`src/rtl/serial_adder_ctrl.sv`:
```
// serial_adder_ctrl: W-bit add/subtract built from one 4-bit adder slice,
// reused once per nibble (LSB first) under a valid/ready handshake.
module serial_adder_ctrl #(
    parameter int NIB = 4
) (
    input  logic              i_clk,
    input  logic              i_rstn,
    input  logic              i_valid,
    output logic              o_ready,
    input  logic [4*NIB-1:0]  i_a,
    input  logic [4*NIB-1:0]  i_b,
    input  logic              i_c,
    input  logic              i_sub,
    output logic              o_valid,
    input  logic              i_ready,
    output logic [4*NIB-1:0]  o_s,
    output logic              o_c,
    output logic              o_ovf
);
    localparam int W = 4*NIB;

    typedef enum logic [1:0] {IDLE, CALC, DONE} state_t;

    state_t         state, state_next;
    logic [W-1:0]   a_q, b_q, work_q, work_next, s_q;
    logic [2:0]     cnt;
    logic           carry_q, c_q, ovf_q;
    logic [3:0]     nib_a, nib_b, lo, sum;
    logic [1:0]     hi;
    logic           last, accept;

    assign accept = (state == IDLE) && i_valid;
    assign last   = (cnt == 3'(NIB-1));

    // The single slice: low three bits first so the carry into bit 3 is visible for overflow.
    always_comb begin
        nib_a = a_q[4*cnt +: 4];
        nib_b = b_q[4*cnt +: 4];
        lo    = {1'b0, nib_a[2:0]} + {1'b0, nib_b[2:0]} + {3'b0, carry_q};
        hi    = {1'b0, nib_a[3]} + {1'b0, nib_b[3]} + {1'b0, lo[3]};
        sum   = {hi[0], lo[2:0]};
        work_next = work_q;
        work_next[4*cnt +: 4] = sum;
    end

    always_ff @(posedge i_clk or negedge i_rstn) begin
        if (!i_rstn) state <= IDLE;
        else         state <= state_next;
    end

    always_comb begin
        state_next = state;
        case (state)
            IDLE:    state_next = i_valid ? CALC : IDLE;
            CALC:    state_next = last ? DONE : CALC;
            DONE:    state_next = i_ready ? IDLE : DONE;
            default: state_next = IDLE;
        endcase
    end

    always_comb begin
        o_ready = (state == IDLE);
        o_valid = (state == DONE);
    end

    // Working sum is kept apart from s_q so the visible result holds until the next one completes.
    always_ff @(posedge i_clk or negedge i_rstn) begin
        if (!i_rstn) begin
            a_q     <= '0;
            b_q     <= '0;
            work_q  <= '0;
            s_q     <= '0;
            cnt     <= '0;
            carry_q <= 1'b0;
            c_q     <= 1'b0;
            ovf_q   <= 1'b0;
        end else if (accept) begin
            a_q     <= i_a;
            b_q     <= i_sub ? ~i_b : i_b;
            carry_q <= i_sub | i_c;
            cnt     <= '0;
        end else if (state == CALC) begin
            work_q  <= work_next;
            carry_q <= hi[1];
            cnt     <= last ? 3'd0 : cnt + 3'd1;
            if (last) begin
                s_q   <= work_next;
                c_q   <= hi[1];
                ovf_q <= hi[1] ^ lo[3];
            end
        end
    end

    assign o_s   = s_q;
    assign o_c   = c_q;
    assign o_ovf = ovf_q;
endmodule

```
`config.mk`:
```
export PLATFORM = sky130hd
export DESIGN_NAME = serial_adder_ctrl
export DESIGN_NICKNAME = d
export VERILOG_FILES = /design/src/rtl/serial_adder_ctrl.sv
export SDC_FILE = /design/constraint.sdc
export NUM_CORES = 1
export LEC_CHECK = 0
export BUFFER_PORTS_ARGS = -buffer_cell sky130_fd_sc_hd__buf_4
export CAP_MARGIN = 20
export CELL_PAD_IN_SITES_DETAIL_PLACEMENT = 1
export CELL_PAD_IN_SITES_GLOBAL_PLACEMENT = 2
export CORE_ASPECT_RATIO = 0.6
export CORE_MARGIN = 4
export CORE_UTILIZATION = 37
export CTS_BUF_LIST = sky130_fd_sc_hd__clkbuf_8
export CTS_CLUSTER_SIZE = 30
export DETAILED_ROUTE_END_ITERATION = 10
export PLACE_DENSITY = 0.86
export SLEW_MARGIN = 20
export SYNTH_ARGS = -nofsm -noshare
export SYNTH_HDL_FRONTEND = slang
export SYNTH_SLANG_ARGS = --single-unit
```
`constraint.sdc`:
```
create_clock -name i_clk -period 4.1 [get_ports i_clk]
set_clock_uncertainty 0.15 [all_clocks]
set_input_delay 0.82 -clock i_clk [delete_from_list [all_inputs] [get_ports i_clk]]
set_output_delay 0.82 -clock i_clk [all_outputs]
set_load 0.02 [all_outputs]
```
# Yosys cells after proc, flatten, opt, wreduce, memory -nomap -nowiden
# Index checks and enable logic that the tools add are counted.
dict set report classes {
  n_addsub 6
  eq_ne 3
  shifts 4
  mux 11
  n_bitwise 4
  reduce_logical 5
}
# operator count
set ops {}
lappend ops {{5-bit negation with 34-bit output} 1}
lappend ops {{4-bit by 34-bit variable shift with 16-bit output (first input constant)} 1}
lappend ops {{4-bit by 34-bit variable part select with 16-bit output} 1}
lappend ops {{16-bit by 6-bit variable part select with 4-bit output} 2}
lappend ops {{16-bit bitwise mux} 1}
lappend ops {{16-bit 2-to-1 mux} 1}
lappend ops {{16-bit NOT} 1}
lappend ops {{3-bit 2-to-1 mux} 3}
lappend ops {{2-bit one-hot mux with 3 select lines} 1}
lappend ops {{3-bit by 3-bit adder with 4-bit output} 1}
lappend ops {{4-bit by 1-bit adder with 4-bit output} 1}
lappend ops {{2-bit 2-to-1 mux} 2}
lappend ops {{3-bit by 1-bit adder with 3-bit output (second input constant)} 1}
lappend ops {{3-bit by 2-bit equality test with 1-bit output (second input constant)} 1}
lappend ops {{1-bit 2-to-1 mux} 3}
lappend ops {{3-bit AND reduction} 1}
lappend ops {{1-bit by 1-bit adder with 2-bit output} 1}
lappend ops {{2-bit by 1-bit adder with 2-bit output} 1}
lappend ops {{2-bit by 1-bit equality test with 1-bit output (second input constant)} 1}
lappend ops {{2-bit equality test (second input constant)} 1}
lappend ops {{2-bit zero test} 1}
lappend ops {{2-bit AND reduction} 1}
lappend ops {{2-bit nonzero test} 1}
lappend ops {{1-bit logical AND} 1}
lappend ops {{other kinds (3)} 3}
dict set report word_totals {
  ff_bits 72
  inputBits 38
  out_inout_bits 20
  elab_cells 42
}

# Depth between registers and ports, before layout
# Gate-level depths: netlist of run 1.
dict set report depth {
  depth_word 6
  depth_mapped 11
  mapped_depth_nobuf 9
}

# Worst setup path before layout of run 1
# No wires, ideal clock.
dict set report synth_timing {
  path_kind {register -> register}
  from {register cnt[0]}
  to {register work_q[15]}
  setup_time_ns 0.125
  t_arrival_ns 2.780
  setup_slack_ns 1.045
  path_stages_with_launch 11
  path_buffers 2
  synth_period_minus_slack_ns 3.055
  cell_sequence {dfrtp_1 > buf_6 > buf_6 > mux4_2 > and2_1 > ha_1 > a21oi_1 > nand2_1 > fa_1 > nor2b_1 > mux2_2}
}
dict set report synth_via {
  elab_chain_cells 6
}
# item line_no
set synth_rtl {}
lappend synth_rtl {{start, declared} 26} ;# logic [2:0] cnt;
lappend synth_rtl {{start signal, assigned} 85} ;# cnt <= last ? 3'd0 : cnt + 3'd1;
lappend synth_rtl {{16-bit by 6-bit variable part select with 4-bit output (on tied branches)} {37, 38}}
lappend synth_rtl {{3-bit by 3-bit adder with 4-bit output} 39} ;# lo = {1'b0, nib_a[2:0]} + {1'b0, nib_b[2:0]} + {3'b0, carry_q};
lappend synth_rtl {{4-bit by 1-bit adder with 4-bit output} 39}
lappend synth_rtl {{2-bit by 1-bit adder with 2-bit output} 40} ;# hi = {1'b0, nib_a[3]} + {1'b0, nib_b[3]} + {1'b0, lo[3]};
lappend synth_rtl {{4-bit by 34-bit variable part select with 16-bit output} 43} ;# work_next[4*cnt +: 4] = sum;
lappend synth_rtl {{16-bit bitwise mux (*)} 43}
lappend synth_rtl {{end signal, assigned} 83} ;# work_q <= work_next;
lappend synth_rtl {{end, declared} 25} ;# logic [W-1:0] a_q, b_q, work_q, work_next, s_q;
# Every way passes the cells marked *; elsewhere a longest branch is shown, timed or not.
# A chain may end at the register's enable or synchronous reset.

# Worst setup path after layout of run 1
dict set report layout_timing {
  from {register cnt[0]}
  to {register s_q[15], in the netlist o_s[15]}
}
dict set report layout_via {
  elab_chain_cells 6
}
# item line_no
set layout_rtl {}
lappend layout_rtl {{16-bit by 6-bit variable part select with 4-bit output (on tied branches)} {37, 38}}
lappend layout_rtl {{3-bit by 3-bit adder with 4-bit output} 39}
lappend layout_rtl {{4-bit by 1-bit adder with 4-bit output} 39}
lappend layout_rtl {{2-bit by 1-bit adder with 2-bit output} 40}
lappend layout_rtl {{4-bit by 34-bit variable part select with 16-bit output} 43}
lappend layout_rtl {{16-bit bitwise mux} 43}
lappend layout_rtl {{end signal, assigned} 87} ;# s_q <= work_next;
lappend layout_rtl {{end, declared} 25}
# Parallel ways exist; a longest one is shown, timed or not.

==> impl_results.md, run 1 <==
- Path category of the worst min-delay check: flip-flop to flip-flop
- Die Height: 83.2 um
- DR iter-0 viols: 97
- PD cells: 883 mW/mm^2
- Yosys warnings: 0
- Cell area after layout: 0.00423 mm^2
- Initial antenna violation count: 0
- Endpoint type of the worst setup path: flip-flop
- Startpoint types: flip-flop
- Routed len/inst: 16.5 um
- Logic pwr share: 0.505
- Post-CTS setup buffers: 0
- Cell Area, Synth: 0.00349 mm^2
- Final Power: 3.74 mW
- Core ar.: 0.00919 mm^2
- Worst-Skew Late Latency: 350 ps
- Die width: 133 um
- Crit-path most repeated cell: fa_1
- Clk network pwr share: 0.163
- Period utilization: 0.841
- Port Buffers: 57
- Reg2Reg Capture Point: o_s[15]
- Max-slew violations: 0
- Hold Crit Depth: 2
- Clock Tree Buf Depth: 2
- Worst reg2reg path depth: 9
- Sw Share: 0.413
- Final Hold Fails: 0
- CTS root buf: clkbuf_8
- Slowest stage delay, CP: 690 ps
- DIE AREA: 0.0111 mm^2
- Total gr overflow: 0
- Vias/cell: 4.95
- Number of distinct library cells after synthesis: 33
- Critical-path top delay cell: fa_1
- Reg-to-reg critical path startpoint: cnt[0]
- # DRC: 0
- Grt met2 use: 0.246
- F_max: 0.290 GHz
- Global routing usage on met3: 0.0460
- GP Congestion: 0.837
- Dpl hpwl: 6.14 mm
- Initial core utilization: 0.380
- Worst setup path endpoint: o_s[15]
- Run status: finished, final reports clean
- Kind of critical path: flip-flop to flip-flop
- Cts repair resizes: 0
- RSZ-0062 raised after global routing: no
- CP cell instances: mux4_1, and2_1, fa_1, nand3_1, nand2_1, fa_1, nor2b_1, mux2i_1, o21ai_0
- Leakage: 2.09 nW
- Layout cells sized above 1: 0.266
- Endpoints failing setup: 0
- Cells after synthesis: 323
- Maximum vdd drop: 0.372 mV
- Number of global-route vias before repair: 2785
- Worst-path clk slew: 80 ps
- Largest net degree at the start of global routing: 73
- Max-slew headroom: 0.379
- Leading cell types in the layout, fill and taps excluded: 89 x nand2_1, 72 x dfrtp_1, 61 x buf_4
- Tot GR Track Use: 0.164
- Max FO, Critical Path: 8
- Clk sinks: 72
- Routed via count: 2538
- CTS tree: done
- Register area share after synthesis: 0.516
- Final net count: 424
- Flop pwr share: 0.332
- Hold-fix buffers, CTS: 0
- Net Switching: 1.54 mW
- Routed WL: 8.47 mm
- Crit path from: cnt[0]
- GR Util met1: 0.229
- Int Pwr: 2.19 mW
- Reg2Reg Setup Slack: 650 ps
- Syn-to-layout area delta: 21.2%
- Setup TNS: 0 ps
- DP Area: 0.00402 mm^2
- Pre-antenna DRT Iters: 5
- Min Tclk post-route: 3450 ps
- Critical Path RT: 4220 ps
- Clock buffer count from CTS: 9
- Num rows: 27
- CTS H-tree depth: 3
- Worst-Margin Slew: 932 ps
- Most common cell after layout, fill and taps aside: nand2_1
- Number of I/O pins: 58
- GR peak layer: met2
- Avg Cell Area, Syn: 10.8 um^2
- First-pass GRT wire length: 14.3 mm
- Synthesis-stage register bit count: 72
- Syn_nets: 369
- Max-cap viol count: 0
- Post-route antenna net violation count: 0
- Crit path DAT: 3560 ps
- # diodes: 0
synth_stat cells (all sizes together):
cell type / n / share of area
nand2: 89 / 0.096
dfrtp: 72 / 0.52
o21ai: 35 / 0.050
mux2: 16 / 0.052
mux2i: 16 / 0.046
xnor2: 16 / 0.040
and2: 10 / 0.019
buf: 9 / 0.019
nand3: 9 / 0.013
clkbuf: 8 / 0.0086
mux4: 8 / 0.054
nor2b: 6 / 0.014
ha: 5 / 0.018
nor2: 5 / 0.0061
inv: 4 / 0.0043
fa: 3 / 0.017
nand2b: 2 / 0.0036
nand4: 2 / 0.0036
a211oi: 1 / 0.0022
a21oi: 1 / 0.0014
a221o: 1 / 0.0029
nand3b: 1 / 0.0022
nor3: 1 / 0.0047
o2111a: 1 / 0.0036
o31ai: 1 / 0.0022
xor2: 1 / 0.0025
critical path: cells and delay by family, from the launching register on:
kind / cells / cell delay [ps]
flip-flops: 1 / 630
multiplexers: 2 / 680
AND/OR/NAND/NOR: 4 / 610
adder cells (fa/ha/maj): 2 / 1130
AO/OA/AOI/OAI: 1 / 170
per-layer routing:
| metal | routed length [um] | vias up |
|---|---|---|
| met5 | 0 | - |
| met3 | 494 | 13 |
| li1 | - | 1196 |
| met4 | 140 | 0 |
| met2 | 3830 | 61 |
| met1 | 4000 | 1268 |
cell families (layout without fill, tap and decap cells):
family	count (synthesis)	count (layout)	share of synthesized area
AOI/OAI and AO/OA	40	40	0.0624
xor gates and xnor gates	17	17	0.0427
adders and majority gates	8	8	0.0351
buffers and inverters	21	81	0.0315
DFF	72	72	0.516
muxes	40	40	0.151
and+or+nand+nor	125	125	0.161
worst min path at each step:
| stage | start | to | slack [ps] |
|---|---|---|---|
| CTS | a_q[6] | a_q[6] | 340 |
| global route | o_s[8] | o_s[8] | 360 |
| floorplan | a_q[4] | a_q[4] | 290 |
| global placement | a_q[3] | a_q[3] | 310 |
| detailed placement | a_q[0] | a_q[0] | 310 |
| finish | o_s[8] | o_s[8] | 330 |
power by group through the flow:
stage / clock, mW / sequential, mW / combinational, mW
2_1_floorplan: 0 / 1.24 / 1.25
3_3_place_gp: 0 / 1.24 / 1.80
3_5_place_dp: 0 / 1.26 / 1.91
4_1_cts: 0.627 / 1.25 / 1.92
5_1_grt: 0.664 / 1.29 / 2.11
6_report: 0.610 / 1.24 / 1.89
cell type report:
cell class | instances | area (um^2)
clock buffer | 10 | 138
clock inverter | 6 | 76.3
fill | 1023 | 4960
inverter | 4 | 15.0
multi-input combinational | 230 | 1580
sequential | 72 | 1800
tap | 130 | 163
timing repair buffer | 61 | 458
flip-flops by register name, indices dropped and copies added, names as in the netlist:
name     cells
o_c          1
carry_q      1
state        2
a_q         16
work_q      16
o_s         16
cnt          3
o_ovf        1
b_q         16
metrics by stage:
| stage | util | setup slack (ps) | hold slack [ps] | std cells |
|---|---|---|---|---|
| floorplan | - | 1050 | 287 | 323 |
| global placement | 0.437 | 774 | 307 | 497 |
| detailed placement | 0.437 | 624 | 314 | 497 |
| CTS | 0.460 | 608 | 336 | 513 |
| global route | 0.460 | 460 | 363 | 513 |
| finish | 0.460 | 652 | 330 | 513 |
Power figures use the tool's default switching activity.
==> run 2: changes to the inputs <==
Settings changed: CORE_UTILIZATION 37 to 34, PLACE_DENSITY 0.86 to 0.83.
Clock period 4.1 ns to 2.8 ns, I/O delays scaled along.
==> impl_results.md, run 2 (same netlist as run 1, synthesis figures left out) <==
- Run status: finished, violations left
- Failing checks: negative setup slack
- Worst-Skew Late Latency: 360 ps
- Core ar.: 0.00995 mm^2
- Leakage: 2.17 nW
- Initial core utilization: 0.351
- Die width: 139 um
- Num rows: 28
- Worst-Margin Slew: 937 ps
- Final net count: 442
- Total gr overflow: 0
- Number of I/O pins: 58
- Worst Slack Setup Final: -55.8 ps
- Syn-to-layout area delta: 27.9%
- Min Tclk post-route: 2860 ps
- First-pass GRT wire length: 13.8 mm
- Initial antenna violation count: 0
- Maximum vdd drop: 0.634 mV
- RSZ-0062 raised after global routing: yes
- Worst-path clk slew: 80 ps
- Critical Path RT: 2900 ps
- Worst reg2reg path depth: 9
- F_max: 0.350 GHz
- Crit path DAT: 2950 ps
- Routed via count: 2520
- Clk sinks: 72
- Layout Utilization: 0.449
- DIE AREA: 0.0120 mm^2
- WP buf/inv: 2
- Max-slew violations: 0
- Tot GR Track Use: 0.146
- # diodes: 0
- Family with the most delay on the worst path: multiplexers
- GP Congestion: 0.785
- Clock Tree Buf Depth: 2
- Number of global-route vias before repair: 2764
- Startpoint types: flip-flop
- Critical Path Stages: 9
- Endpoint type of the worst setup path: flip-flop
- Path category of the worst min-delay check: input port to async pin
- Slowest stage delay, CP: 500 ps
- Max FO, Critical Path: 5
- Final Hold Fails: 0
- Max-cap viol count: 0
- Routed len/inst: 15.3 um
- PD cells: 1380 mW/mm^2
- DR iter-0 viols: 68
- Leading cell types in the layout, fill and taps excluded: 88 x nand2_1, 77 x buf_4, 71 x dfrtp_1
- Pre-antenna DRT Iters: 4
- Largest net degree at the start of global routing: 73
- CTS root buf: clkbuf_8
- Max-slew headroom: 0.375
- Hold-fix buffers, CTS: 0
- Critical-path top delay cell: mux4_2
- Most common cell after layout, fill and taps aside: nand2_1
- Routed WL: 8.18 mm
- Final Power: 6.14 mW
- Clock buffer count from CTS: 9
- Die Height: 86.5 um
- Endpoints failing setup: 6
- CTS tree: done
- CTS H-tree depth: 3
- Post-Place Worst Slack: -293 ps
- Post-route antenna net violation count: 0
- Vias/cell: 4.70
- # DRC: 0
- CP cell instances: buf_6, mux4_2, and2_4, ha_4, nand3_2, nand2_2, fa_2, buf_4, mux2_2
- Port Buffers: 57
- Dpl hpwl: 6.04 mm
- Kind of critical path: flip-flop to flip-flop
- Period utilization: 1.02
- Layout cells sized above 1: 0.352
## run 2: timing repair
action	CTS	global route
setup buffers	3	1
endpoints found under the hold margin	0	0
endpoints found under the setup margin	18	12
pin swaps	1	1
resized for setup	9	8
## run 2: stage by stage
step,setup TNS [ps],hold slack (ps),area [um^2],instances
after floorplan,-85.4,114,3540,323
after global placement,-1950,304,4180,516
after detailed placement,-3300,307,4180,516
after CTS,-427,223,4450,535
after global routing,-1130,244,4470,536
final,-262,183,4470,536
## run 2: final cells by class
cell class | instances | area, um^2
Multi-Input combinational cell | 230 | 1660
Clock buffer | 10 | 138
Fill cell | 1094 | 5480
Sequential cell | 72 | 1800
Clock inverter | 6 | 82.6
Inverter | 4 | 15.0
Timing Repair Buffer | 79 | 601
Tap cell | 135 | 169
## run 2: path summary, 6_finish.rpt
| check | startpoint | endpoint | slack [ps] |
|---|---|---|---|
| max | cnt[0] | work_q[3] | -60 |
| min | i_rstn | b_q[8] | 180 |
| max reg2reg | cnt[0] | work_q[3] | -60 |
| min reg2reg | a_q[4] | a_q[4] | 320 |
| max in group asynchronous | i_rstn | cnt[0] | 1690 |
| min in group i_clk | i_ready | state[1] | 250 |
## run 2: where the power goes
part / switching (mW) / internal [mW] / total (mW)
sequential: 0.276 / 1.50 / 1.78
combinational: 1.74 / 1.71 / 3.45
clock: 0.396 / 0.521 / 0.917
total: 2.41 / 3.73 / 6.14
## run 2: layer usage
layer	share of wire	up-vias	global-route usage	routed length, um
met2	0.43	46	0.221	3530
met1	0.51	1233	0.203	4210
met4	0.013	0	0.0453	110
li1	-	1232	-	-
met3	0.041	9	0.0441	334
met5	0	-	0	0
==> run 3: changes to the inputs <==
Settings changed: CORE_MARGIN 4 to 3.
==> impl_results.md, run 3 (same netlist as run 1, synthesis figures left out) <==
- Final net count: 438
- Final Power: 6.14 mW
- Clock Tree Buf Depth: 2
- PD cells: 1380 mW/mm^2
- Min Tclk post-route: 2830 ps
- Reg2Reg Setup Slack: -30 ps
- Crit path DAT: 2950 ps
- Most common cell after layout, fill and taps aside: nand2_1
- Reg-to-reg critical path startpoint: cnt[0]
- Number of I/O pins: 58
- Max-cap viol count: 0
- Total gr overflow: 0
- Leading cell types in the layout, fill and taps excluded: 88 x nand2_1, 71 x dfrtp_1, 71 x buf_4
- Clk sinks: 72
- Post-route antenna net violation count: 0
- Die width: 137 um
- Max-slew violations: 0
- Path category of the worst min-delay check: input port to async pin
- Number of global-route vias before repair: 2766
- Crit path from: cnt[0]
- Worst-Skew Late Latency: 350 ps
- Largest net degree at the start of global routing: 73
- Endpoints failing setup: 1
- Failing checks: negative setup slack
- Clock buffer count from CTS: 9
- Max FO, Critical Path: 4
- Initial antenna violation count: 0
- Leakage: 2.16 nW
- Placed Cells: 506
- Kind of critical path: flip-flop to flip-flop
- DIE AREA: 0.0116 mm^2
- Routed WL: 8.30 mm
- Worst reg2reg path depth: 9
- Setup TNS: -27.9 ps
- Endpoint type of the worst setup path: flip-flop
- Num rows: 27
- Worst-Margin Slew: 916 ps
- Tot GR Track Use: 0.158
- Port Buffers: 57
- Worst-path clk slew: 70 ps
- Critical Path RT: 2930 ps
- First-pass GRT wire length: 14.3 mm
- Post-Place Worst Slack: -256 ps
- Layout cells sized above 1: 0.343
- Vias/cell: 4.82
- Finished Layout Cells: 527
- Routed via count: 2540
- # DRC: 0
- CTS tree: done
- F_max: 0.354 GHz
- Final Hold Fails: 0
- Period utilization: 1.01
- Reg2Reg Capture Point: o_s[15]
- Startpoint types: flip-flop
- Core ar.: 0.00956 mm^2
- CTS H-tree depth: 3
- Die Height: 84.5 um
- GP Congestion: 0.734
- Worst Slack Setup Final: -27.9 ps
- # diodes: 0
- Run status: finished, violations left
- DR iter-0 viols: 83
- Pre-antenna DRT Iters: 4
- Worst setup path endpoint: o_s[15]
- Syn-to-layout area delta: 27.8%
- RSZ-0062 raised after global routing: yes
- Routed len/inst: 15.8 um
- Max-slew headroom: 0.390
- CTS root buf: clkbuf_8
- Initial core utilization: 0.365
- Dpl hpwl: 6.08 mm
- Maximum vdd drop: 0.638 mV
## run 3: cell types whose count changed in the layout (fill, tap and decap cells not counted), moves of 2 or more
cell / previous run / this run
buf_4: 77 / 71
clkinv_2: 3 / 0
o21ai_1: 8 / 6
o21ai_0: 27 / 29
inv_1: 4 / 6
## run 3: how the worst min path moves through the flow
stage / start / end / cells after the start
floorplan: i_rstn / a_q[0] / 0
global placement: a_q[7] / a_q[7] / 2
detailed placement: a_q[4] / a_q[4] / 2
CTS: i_rstn / a_q[0] / 1
global route: i_rstn / a_q[0] / 1
finish: i_rstn / a_q[0] / 1
## run 3: what timing repair did
action	in CTS	in global routing
setup endpoints to repair	17	12
hold buffers	0	0
gates resized for setup	14	8
endpoints found under the hold margin	0	0
setup buffers	4	1
pin swaps	2	1
## run 3: report_power, final
group / switching, mW / leakage, nW / internal, mW
Sequential: 0.283 / 0.912 / 1.50
Clock: 0.387 / 0.101 / 0.431
Combinational: 1.81 / 1.14 / 1.73
Total: 2.48 / 2.16 / 3.66
## run 3: worst max-delay path, cell delays in order, from the launching register on
cell and delay [ps]:
dfrtp_2 430, mux4_1 560, and2_1 190, fa_2 370
nand3_2 100, nand2_2 70, fa_2 550, nor2b_4 150
mux2i_1 80, o21ai_1 130
## run 3: cell type report
cell class,count,area [um^2]
well taps,130,163
fillers,1065,5100
repair buffers,75,591
clock buffers,10,138
clock inverters,6,61.3
inverters,4,15.0
flip-flops and latches,72,1800
multi-input cells,230,1690
## run 3: through the flow
stage	cell area [um^2]	util	hold WS (ps)
final	4460	0.467	189
after global routing	4460	0.467	242
after CTS	4440	0.464	213
after detailed placement	4150	0.434	314
after global placement	4150	0.434	305
after floorplan	3540	-	114
## run 3: layer usage
layer / part of all wire / global-route usage / up-vias
li1: - / - / 1231
met1: 0.50 / 0.226 / 1245
met2: 0.44 / 0.234 / 54
met3: 0.045 / 0.0455 / 10
met4: 0.013 / 0.0462 / 0
met5: 0 / 0 / -
